===== config.mk =====
export PLATFORM = sky130hd
export DESIGN_NAME = uart_tx_arbiter
export DESIGN_NICKNAME = d
export VERILOG_FILES = /design/src/rtl/uniboard_proto_pkg.sv /design/src/rtl/rr_picker.sv /design/src/rtl/uart_tx_arbiter.sv
export SDC_FILE = /design/constraint.sdc
export NUM_CORES = 1
export LEC_CHECK = 0
export ABC_AREA = 1
export BUFFER_PORTS_ARGS = -buffer_cell sky130_fd_sc_hd__buf_2
export CAP_MARGIN = 20
export CORE_ASPECT_RATIO = 1.1
export CORE_MARGIN = 4
export CORE_UTILIZATION = 50
export DETAILED_ROUTE_END_ITERATION = 8
export PLACE_DENSITY = 0.84
export SYNTH_ARGS = -nofsm -noshare
export SYNTH_HDL_FRONTEND = slang
export SYNTH_HIERARCHICAL = 1
export SYNTH_SLANG_ARGS = --single-unit

===== constraint.sdc =====
create_clock -name clk -period 2.23 [get_ports clk]
set_input_delay 0.223 -clock clk [delete_from_list [all_inputs] [get_ports clk]]
set_output_delay 0.223 -clock clk [all_outputs]
set_load 0.1 [all_outputs]

===== src/rtl/uniboard_proto_pkg.sv =====
// uniboard_proto_pkg: host-link framing bytes and the UART arbiter state encoding
package uniboard_proto_pkg;
  localparam logic [7:0] CMD_START = 8'h01;
  localparam logic [7:0] CMD_END = 8'h17;
  localparam logic [7:0] CMD_ESC = 8'h18;
  typedef enum logic [2:0] {IDLE, START, DATA, ESC, END, GAP} tx_arb_state_t;
  function automatic logic needs_escape(input logic [7:0] b);
    return b == CMD_START || b == CMD_END || b == CMD_ESC;
  endfunction
endpackage


===== src/rtl/rr_picker.sv =====
// rr_picker: first valid requester after the last winner, wrapping, as one-hot and index
module rr_picker #(
  parameter int N_REQ = 4,
  localparam int IW = $clog2(N_REQ)
) (
  input  logic [N_REQ-1:0] valid,
  input  logic [IW-1:0]    ptr,
  output logic             any,
  output logic [N_REQ-1:0] win,
  output logic [IW-1:0]    win_idx
);
  logic [IW-1:0] j;
  assign any = |valid;
  // Scan farthest-first so the nearest valid requester after ptr overwrites the rest.
  always_comb begin
    win = '0;
    win_idx = '0;
    j = '0;
    for (int k = N_REQ; k >= 1; k--) begin
      j = IW'((int'(ptr) + k) % N_REQ);
      if (valid[j]) begin
        win = '0;
        win[j] = 1'b1;
        win_idx = j;
      end
    end
  end
endmodule


===== src/rtl/uart_tx_arbiter.sv =====
// uart_tx_arbiter: round-robin sharing of the host UART with 0x01/0x17 framing and 0x18 escaping
module uart_tx_arbiter
  import uniboard_proto_pkg::*;
#(
  parameter int N_REQ = 4,
  parameter int TIMEOUT_CYCLES = 12000
) (
  input  logic               clk,
  input  logic               reset,
  input  logic [N_REQ-1:0]   req_valid,
  input  logic [N_REQ-1:0]   req_last,
  input  logic [8*N_REQ-1:0] req_data,
  output logic [N_REQ-1:0]   req_ack,
  output logic [N_REQ-1:0]   grant,
  output logic               abort,
  output logic [7:0]         tx_data,
  output logic               tx_send,
  input  logic               tx_busy
);
  localparam int IW = $clog2(N_REQ);
  localparam int CW = $clog2(TIMEOUT_CYCLES + 1);
  tx_arb_state_t state, state_n, ret, ret_n;
  logic [IW-1:0] ptr, gidx, win_idx;
  logic [N_REQ-1:0] win;
  logic [CW-1:0] cnt;
  logic [7:0] held, tx_q, cur, send_byte;
  logic any, held_last, v, l, ack, esc_now, time_up;
  rr_picker #(.N_REQ(N_REQ)) u_pick (
    .valid(req_valid), .ptr(ptr), .any(any), .win(win), .win_idx(win_idx)
  );
  assign v = req_valid[gidx];
  assign l = req_last[gidx];
  assign cur = req_data[{gidx, 3'b000} +: 8];
  assign time_up = !v && cnt == CW'(TIMEOUT_CYCLES - 1);
  assign tx_data = send_byte;
  assign req_ack = ack ? grant : '0;
  // GAP always follows a send; ret remembers where to resume afterwards.
  always_comb begin
    state_n = state;
    ret_n = ret;
    tx_send = 1'b0;
    send_byte = tx_q;
    ack = 1'b0;
    abort = 1'b0;
    esc_now = 1'b0;
    case (state)
      IDLE: state_n = any ? START : IDLE;
      START:
        if (!tx_busy) begin
          tx_send = 1'b1;
          send_byte = CMD_START;
          state_n = GAP;
          ret_n = DATA;
        end
      DATA:
        if (v && !tx_busy) begin
          tx_send = 1'b1;
          esc_now = needs_escape(cur);
          send_byte = esc_now ? CMD_ESC : cur;
          ack = !esc_now;
          state_n = GAP;
          ret_n = esc_now ? ESC : l ? END : DATA;
        end else if (time_up) begin
          abort = 1'b1;
          state_n = END;
        end
      ESC:
        if (!tx_busy) begin
          tx_send = 1'b1;
          send_byte = held;
          ack = 1'b1;
          state_n = GAP;
          ret_n = held_last ? END : DATA;
        end
      END:
        if (!tx_busy) begin
          tx_send = 1'b1;
          send_byte = CMD_END;
          state_n = GAP;
          ret_n = IDLE;
        end
      default: state_n = ret;
    endcase
  end
  always_ff @(posedge clk or posedge reset) begin
    if (reset) begin
      state <= IDLE;
      ret <= IDLE;
      ptr <= IW'(N_REQ - 1);
      gidx <= '0;
      grant <= '0;
      cnt <= '0;
      held <= '0;
      held_last <= 1'b0;
      tx_q <= '0;
    end else begin
      state <= state_n;
      ret <= ret_n;
      cnt <= (state != DATA || tx_send || time_up) ? '0 : !v ? cnt + 1'b1 : cnt;
      if (tx_send) tx_q <= send_byte;
      if (esc_now) begin
        held <= cur;
        held_last <= l;
      end
      if (state == IDLE && any) begin
        grant <= win;
        gidx <= win_idx;
        ptr <= win_idx;
      end
      if (state == GAP && ret == IDLE) grant <= '0;
    end
  end
endmodule


==> results.yml, run 1 <==
outcome:
  status: "complete, but fails checks"
  violations: "negative setup slack"
synth:
  synth-compound-area-share_pct: 13.1
  synthAdderAreaFrac_pct: 2.63
  netlist_instances: 486
  yosys.cell_types.count: 42
  synth_nets: 536
  synth.avg_cell_area_sq_um: 6.86
  yosysSeqAreaShare_pct: 33.9
  synthMuxAreaShare_pct: 0
  yosysWarnings: 6
  synth_top_family_by_area: "simple AND/OR/NAND/NOR gates"
  synth_xor_xnor_area_share_pct: 1.84
  synth-simple-area-share_pct: 39.0
  ys_ff_latch: 45
  synth_area_sq_mm: 0.00333
pwr:
  ir_drop_mv: 1.63
  p_per_area_mw_per_mm2: 1740
  p_leak_nw: 2.31
placed_design:
  port-buffer-count: 60
  dpl.hpwl_um: 6940
  pre_cts_slack_ns: -0.165
  gp_congestion: 0.915
  place_area_sq_mm: 0.00415
  dp.cells: 643
sta:
  slew_headroom_pct: 60.8
  hold_viol: 0
  skew_ns: 0.00881
  worst_slack_ns: -0.312
  maxSlewViolCount: 0
  whs_ns: 0.0449
  worst_pin_slew_ns: 0.580
  finalCriticalPeriod_ns: 2.54
  grt_setup_unrepaired: "true"
  setup_violations: 14
  fmax_mhz: 393
  fin_crit_sh_pct: 114
clock_tree:
  clk_path_buf_depth: 2
  clkTransAtPathRegs_ns: 0.09
  hold_buffers: 0
  root_buffer: "clkbuf_8"
  cts_tree: "yes"
  cts-htree-levels: 2
  clkLatencyLatePin_ns: 0.31
  cts_buffers: 5
  clock_sinks: 45
min_path:
  hold_class: "in -> async"
die:
  start_util_pct: 52.9
  num_rows: 30
  ios: 61
  die_area_sq_mm: 0.00804
  dieHeight_um: 93.6
  core-area_sq_mm: 0.00631
  fp.dieW_um: 85.9
critical_path:
  critPathRequiredTime_ns: 2.01
  crit_buf_inv: 5
  reg2reg_slack_ns: 0.07
  cp_slowest_cell: "dfrtp_2"
  worstPathCellList: "clkinvlp_4, buf_6, nand2_2, nand2_1, nand2_1, nand2_1, inv_1, nand2_1, nand2_1, inv_2, nand3_4, nand3_2, a22oi_2, buf_12"
  rr_worst_depth: 12
  crit_fanout: 8
  path_class: "reg -> out"
  r2r-end: "held[3]"
  critPathMostFrequentCell: "nand2_1"
  cp.arrival_ns: 2.32
  max_stage_delay_ns: 0.48
  timing.rr.start: "gidx[0]"
  start_kind: "flop"
  crit_family: "buffers and inverters"
  cp-end-kind: "primary output"
grt:
  grt_use_total_pct: 24.3
  grt_first_pass_wirelength_um: 15800
  grt_pass1_vias: 3626
  grt_max_degree: 46
  grt.overflow.total: 0
  antenna_found_initial: 0
detailed_routing:
  wl_met2_um: 5270
  drc: 0
  vias_per_cell: 5.53
  drtAntennaViolNets: 0
  num_vias: 3688
  first_iter_violations: 224
  post_drt_wl_per_cell_um: 15.0
  wl_um: 9970
  topRoutingLayerUsed: "met4"
  drtPass1Iterations: 5
  met1_length_um: 3800
  met3_length_um: 571
run:
  drv_cap: 0
final_layout:
  nets: 636
  syn_to_final_growth_pct: 38.6
  mostFrequentLayoutCells: "nand2_1, inv_1, buf_2"
  post-route-cell-area_sq_mm: 0.00462
  insertedDiodeCount: 0
  drive_above_1_share_pct: 32.9
  final_common_cell: "nand2_1"
  fin_cells: 667
worst max path at each step:
stage,from,endpoint,slack (ns),cells past startpoint
2_1_floorplan,state[0],tx_data[5],-0.29,3
3_3_place_gp,state[0],tx_data[0],-0.10,10
3_5_place_dp,state[0],tx_data[0],-0.16,10
4_1_cts,gidx[0],tx_data[2],-0.28,14
5_1_grt,gidx[0],tx_data[2],-0.41,11
6_report,gidx[0],tx_data[2],-0.31,14
layout make-up:
class                      count  area, sq um
timing repair buffer         100          840
fill                         431         1690
multi-input combinational    365         2160
timing repair inverter         1         7.51
clock buffer                   6         82.6
sequential                    45         1130
inverter                      68          265
clock inverter                 2         37.5
tap                           80          100
layer usage:
layer,track usage (%),vias to the layer above
met3,4.14,32
li1,-,1785
met4,10.8,0
met2,45.1,165
met1,26.8,1706
met5,0,-
logic make-up after synthesis:
| kind of cell | count (synthesis) |
|---|---|
| xor+xnor | 7 |
| fa+ha+maj | 7 |
| buf+inv | 76 |
| flops | 45 |
| compound gates | 69 |
| simple gates | 282 |
worst register-to-register path, delay by kind of cell (launching register included):
kind | cells | cell delay (ns)
and+or+nand+nor | 7 | 0.87
buffers and inverters | 4 | 0.69
DFF | 1 | 0.48
AOI/OAI and AO/OA | 1 | 0.05
synthesized netlist by cell type, drive strengths merged:
cell type	instances	share of area, %
or2	2	0.38
dfrtp	43	32
a22o	1	0.26
nand3b	1	0.23
a221oi	1	0.26
dfstp	2	1.6
nand3	48	8.0
clkinv	1	0.11
nor3	11	2.0
and2	1	0.19
o211ai	2	0.45
inv	67	7.6
o311ai	6	1.6
a31oi	3	0.56
nor2	45	6.0
a21oi	20	3.1
ha	7	2.6
xor2	7	1.8
o41ai	1	0.26
nand4	7	1.5
o21ai	21	3.5
nand2	166	20
a22oi	8	1.8
o22ai	2	0.38
o21a	4	0.90
nor4	1	0.19
buf	8	1.8
stage by stage:
| stage | total power, W | TNS, ns | utilization, % |
|---|---|---|---|
| 3_3_place_gp | 0.00652 | -0.458 | 65.8 |
| 3_5_place_dp | 0.00666 | -0.877 | 65.8 |
| 5_1_grt | 0.00849 | -4.85 | 73.3 |
| 4_1_cts | 0.00767 | -2.53 | 71.8 |
| 2_1_floorplan | 0.00508 | -1.16 | - |
| 6_report | 0.00804 | -2.81 | 73.3 |
power by group:
part / internal [W] / switching [W]
logic: 0.00214 / 0.00401
clock network: 0.000365 / 0.000294
registers: 0.00104 / 0.000194
total: 0.00355 / 0.00450
flip-flops by register name, indices dropped and copies added, names as in the netlist:
name,cells
grant,4
gidx,2
held_last,1
ptr,2
cnt,14
state,3
held,8
tx_q,8
ret,3
timing repair:
item	in CTS	in global routing
setup buffers	8	8
gates cloned	1	0
pin swaps	13	8
setup endpoints to repair	14	20
gates resized for setup	47	8
No activity file was read; power rests on OpenSTA's default activity.
==> run 2, diff against run 1 <==
CORE_UTILIZATION = 56   (was 50)
PLACE_DENSITY = 0.91   (was 0.84)
==> run 2 against run 1 <==
The flow finishes with violations (design-rule violations, negative setup slack). First-iteration DRC count is 130% higher. Utilization is 6.9 points higher. Sequential share of layout area hardly changed. Die area is 9.8% lower. Combinational power is 3.4% higher. Cell area is 0.16% higher. Critical path type unchanged. Critical endpoint is now tx_data[0]. Largest cell class unchanged. Largest power group unchanged.
==> results.yml, run 2 (same netlist as run 1, synthesis figures left out) <==
die:
  ios: 61
  start_util_pct: 57.8
  die_area_sq_mm: 0.00725
  fp.dieW_um: 81.6
  num_rows: 29
  core-area_sq_mm: 0.00577
  dieHeight_um: 88.9
final_layout:
  mostFrequentLayoutCells: "nand2_1, inv_1, buf_2"
  fillers: 323
  largest_register_ffs: 14
  insertedDiodeCount: 0
  nets: 632
  fin_cells: 660
  reg_top3: "cnt (14), held (8), tx_q (8)"
  final_common_cell: "nand2_1"
  drive_above_1_share_pct: 34.6
  max_flop_register: "cnt"
  syn_to_final_growth_pct: 38.9
clock_tree:
  hold_buffers: 0
  clkTransAtPathRegs_ns: 0.10
  clk_path_buf_depth: 2
  cts_buffers: 5
  cts-htree-levels: 2
  cts_tree: "yes"
  root_buffer: "clkbuf_8"
  clock_sinks: 45
  clkLatencyLatePin_ns: 0.32
sta:
  worst_pin_slew_ns: 0.606
  maxSlewViolCount: 0
  hold_viol: 0
  worst_slack_ns: -0.419
  fmax_mhz: 377
  grt_setup_unrepaired: "true"
  finalCriticalPeriod_ns: 2.65
  whs_ns: 0.0518
  setup_violations: 21
  slew_headroom_pct: 59.1
  fin_crit_sh_pct: 119
  skew_ns: 0.0130
critical_path:
  critPathRequiredTime_ns: 2.01
  path_class: "reg -> out"
  cp.arrival_ns: 2.43
  crit_fanout: 6
  cp-end-kind: "primary output"
  start_kind: "flop"
pwr:
  power.total_w: 0.00829
  ir_drop_mv: 2.03
  p_per_area_mw_per_mm2: 1790
  p_leak_nw: 2.30
grt:
  grt_pass1_vias: 3781
  grt_max_degree: 46
  grt_use_total_pct: 30.7
  grt_first_pass_wirelength_um: 17200
  antenna_found_initial: 0
  grt.overflow.total: 0
outcome:
  violations: "design-rule violations, negative setup slack"
  status: "complete, but fails checks"
min_path:
  hold_class: "in -> async"
placed_design:
  gp_congestion: 0.865
  dpl.hpwl_um: 6980
  port-buffer-count: 60
  dp.cells: 631
run:
  drv_cap: 0
detailed_routing:
  drc: 1
  drtAntennaViolNets: 0
  num_vias: 4115
  wl_um: 12200
  drtPass1Iterations: 8
  vias_per_cell: 6.23
  post_drt_wl_per_cell_um: 18.5
  first_iter_violations: 518
run 2: changes by cell type in the layout (fill, tap and decap cells not counted), moves of 2 or more:
cell and change:
buf_6 +4, nand2_2 +8, o311ai_2 +3, nand2_1 -14, nand2_4 +6, o21ai_2 +2, o21ai_4 -2, o311ai_4 -3
buf_4 -10
run 2: final cells by class:
type	count	area, sq um	share of cell area (%)
multi-input cells	365	2190	47.2
flip-flops and latches	45	1130	24.4
repair buffers	95	815	17.6
inverters	68	268	5.79
well taps	77	96.3	2.08
clock buffers	7	86.3	1.87
clock inverters	1	30.0	0.649
repair inverters	2	16.3	0.351
run 2: per-stage QoR:
stage               TNS [ns]  worst slack (ns)  util, %  area, sq um
floorplan              -1.16            -0.286        -         3450
global placement           0            0.0626     71.5         4120
detailed placement  -0.00847          -0.00506     71.5         4120
CTS                    -1.90            -0.213     77.5         4470
global route           -6.22            -0.500     80.2         4630
finish                 -5.07            -0.419     80.2         4630
run 2: critical path, cell delays in order, from the launching register on:
cell and delay, ns:
dfrtp_2 0.49, buf_6 0.17, inv_8 0.07, nand2_2 0.06, nand3_2 0.08, nand2_2 0.08
nor2_4 0.19, inv_4 0.09, nor2_4 0.23, nand4_1 0.22, a21oi_4 0.22, buf_12 0.19
run 2: layer usage:
layer	vias to the layer above	global-route usage [%]	share of wire (%)	wire [um]
met5	-	0	0	0
met3	113	5.34	8.8	1070
li1	1773	-	-	-
met2	342	53.2	48	5830
met4	0	22.3	8.9	1090
met1	1887	33.7	34	4190
run 2: path summary, 6_finish.rpt:
check,startpoint,to,slack (ns),depth (start not counted)
worst max-delay path,gidx[0],tx_data[0],-0.42,11
worst min-delay path,reset,state[0],0.05,3
worst max register to register,gidx[0],held[3],-0.08,13
worst min register to register,held[5],held[5],0.51,2
max in group asynchronous,reset,gidx[0],1.75,3
min in group clk,tx_busy,state[0],0.36,3
run 2: report_power, final:
group          total (W)  switching (W)  internal [W]
sequential       0.00125       0.000212       0.00104
combinational    0.00636        0.00425       0.00211
clock           0.000673       0.000307      0.000366
run 2: repair_timing:
action | CTS | global route
cloned | 2 | 0
gates resized for setup | 37 | 29
setup endpoints to repair | 14 | 24
pin swaps | 11 | 14
setup buffers | 14 | 5
==> run 3, diff against run 2 <==
CORE_UTILIZATION = 51   (was 56)
PLACE_DENSITY = 0.88   (was 0.91)
clock period = 2.4 ns   (was 2.23 ns; I/O delays follow)
==> run 3 against run 2 <==
The flow finishes with violations (negative setup slack). Via count down 8.1%. Critical path depth unchanged. Sequential share of layout area is 0.45 points higher. Critical path type unchanged. Largest cell class unchanged. Largest power group unchanged.
==> results.yml, run 3 (same netlist as run 1, synthesis figures left out) <==
sta:
  slew_headroom_pct: 59.9
  hold_viol: 0
  grt_setup_unrepaired: "true"
  worst_pin_slew_ns: 0.593
  setup_violations: 14
  finalCriticalPeriod_ns: 2.68
  worst_slack_ns: -0.277
  maxSlewViolCount: 0
  fmax_mhz: 374
  skew_ns: 0.0206
  fin_crit_sh_pct: 112
die:
  start_util_pct: 53.2
  num_rows: 30
  ios: 61
  die_area_sq_mm: 0.00789
  fp.dieW_um: 85.1
  dieHeight_um: 92.8
  core-area_sq_mm: 0.00627
pwr:
  p_per_area_mw_per_mm2: 1600
  p_leak_nw: 2.25
  ir_drop_mv: 1.72
clock_tree:
  cts-htree-levels: 2
  clock_sinks: 45
  cts_tree: "yes"
  clk_path_buf_depth: 2
  cts_buffers: 5
  clkTransAtPathRegs_ns: 0.09
  clkLatencyLatePin_ns: 0.30
  root_buffer: "clkbuf_8"
critical_path:
  cp.arrival_ns: 2.44
  cp-end-kind: "primary output"
  path_class: "reg -> out"
  reg2reg_slack_ns: 0.20
  timing.rr.start: "gidx[0]"
  critPathRequiredTime_ns: 2.16
  crit_fanout: 10
  rr_worst_depth: 12
  start_kind: "flop"
  r2r-end: "held[4]"
final_layout:
  insertedDiodeCount: 0
  largest_register_ffs: 14
  final_common_cell: "nand2_1"
  max_flop_register: "cnt"
  drive_above_1_share_pct: 32.9
  fillers: 432
  nets: 629
  mostFrequentLayoutCells: "nand2_1, inv_1, buf_2"
  syn_to_final_growth_pct: 36.3
  fin_util_pct: 72.5
  reg_top3: "cnt (14), held (8), tx_q (8)"
detailed_routing:
  first_iter_violations: 316
  wl_um: 10100
  drtAntennaViolNets: 0
  drc: 0
  drtPass1Iterations: 5
  num_vias: 3780
  post_drt_wl_per_cell_um: 15.4
  vias_per_cell: 5.73
grt:
  grt_pass1_vias: 3479
  antenna_found_initial: 0
  grt_first_pass_wirelength_um: 15300
  grt.overflow.total: 0
  grt_use_total_pct: 23.4
  grt_max_degree: 46
outcome:
  violations: "negative setup slack"
  status: "complete, but fails checks"
placed_design:
  pre_cts_slack_ns: 0.128
  gp_congestion: 0.952
  dpl.hpwl_um: 6590
  port-buffer-count: 60
min_path:
  hold_class: "in -> async"
run:
  drv_cap: 0
[run 3: cell types whose count changed in the layout (fill, tap and decap cells not counted), moves of 2 or more]
cell | before | now
clkinv_2 | 0 | 2
a22oi_2 | 4 | 2
buf_6 | 5 | 2
nand2_4 | 11 | 8
a22oi_1 | 4 | 6
nor2_2 | 1 | 3
nand2_2 | 25 | 19
nand2_1 | 130 | 139
[run 3: worst max-delay path by stage]
stage | slack [ns] | depth (start not counted) | to | start
after CTS | -0.07 | 11 | tx_data[0] | gidx[0]
after global placement | 0.23 | 10 | req_ack[3] | gidx[0]
final | -0.28 | 11 | tx_data[2] | gidx[0]
after detailed placement | 0.13 | 11 | tx_data[5] | gidx[0]
after global routing | -0.33 | 11 | tx_data[2] | gidx[0]
after floorplan | -0.34 | 11 | req_ack[0] | gidx[0]
[run 3: final cells by class]
cell class / count / area, sq um / area share [%]
inverter: 68 / 263 / 5.78
multi-input combinational: 365 / 2140 / 47.0
sequential: 45 / 1130 / 24.9
clock buffer: 5 / 68.8 / 1.51
timing repair buffer: 93 / 821 / 18.1
timing repair inverter: 1 / 7.51 / 0.165
tap: 80 / 100 / 2.20
clock inverter: 3 / 17.5 / 0.385
[run 3: through the flow]
stage / hold slack, ns / total power, W / area, sq um / std cells / TNS, ns
after floorplan: 0.411 / 0.00468 / 3400 / 486 / -1.77
after global placement: 0.411 / 0.00585 / 3970 / 628 / 0
after detailed placement: 0.425 / 0.00596 / 3970 / 628 / 0
after CTS: 0.102 / 0.00676 / 4300 / 648 / -0.298
after global routing: 0.155 / 0.00767 / 4540 / 660 / -3.43
final: 0.0692 / 0.00729 / 4540 / 660 / -2.54
[run 3: layer usage]
layer | track usage [%] | routed length, um | vias up
li1 | - | - | 1762
met1 | 27.4 | 3830 | 1754
met2 | 41.1 | 5100 | 219
met3 | 4.80 | 760 | 45
met4 | 9.89 | 442 | 0
met5 | 0 | 0 | -
[run 3: repair_timing]
item	CTS	global route
pin swaps	8	12
cloned	1	1
buffers inserted	11	11
endpoints found under the setup margin	13	15
gates resized for setup	46	28
hold buffers	0	0
[run 3: power by group]
part	internal (W)	leakage (nW)	switching, W	total (W)
combinational	0.00196	1.62	0.00368	0.00564
sequential	0.000968	0.592	0.000201	0.00117
clock	0.000202	0.0439	0.000277	0.000479
[run 3: worst max-delay path, cell delays in order (launching register included)]
cell and delay (ns):
dfrtp_2 0.50, clkbuf_16 0.20, nand2_1 0.07, nand3_1 0.12, nand2_2 0.12, nor2_4 0.16
inv_4 0.08, nand2_2 0.13, nor2_1 0.06, nor3_1 0.33, a22oi_2 0.15, buf_12 0.19
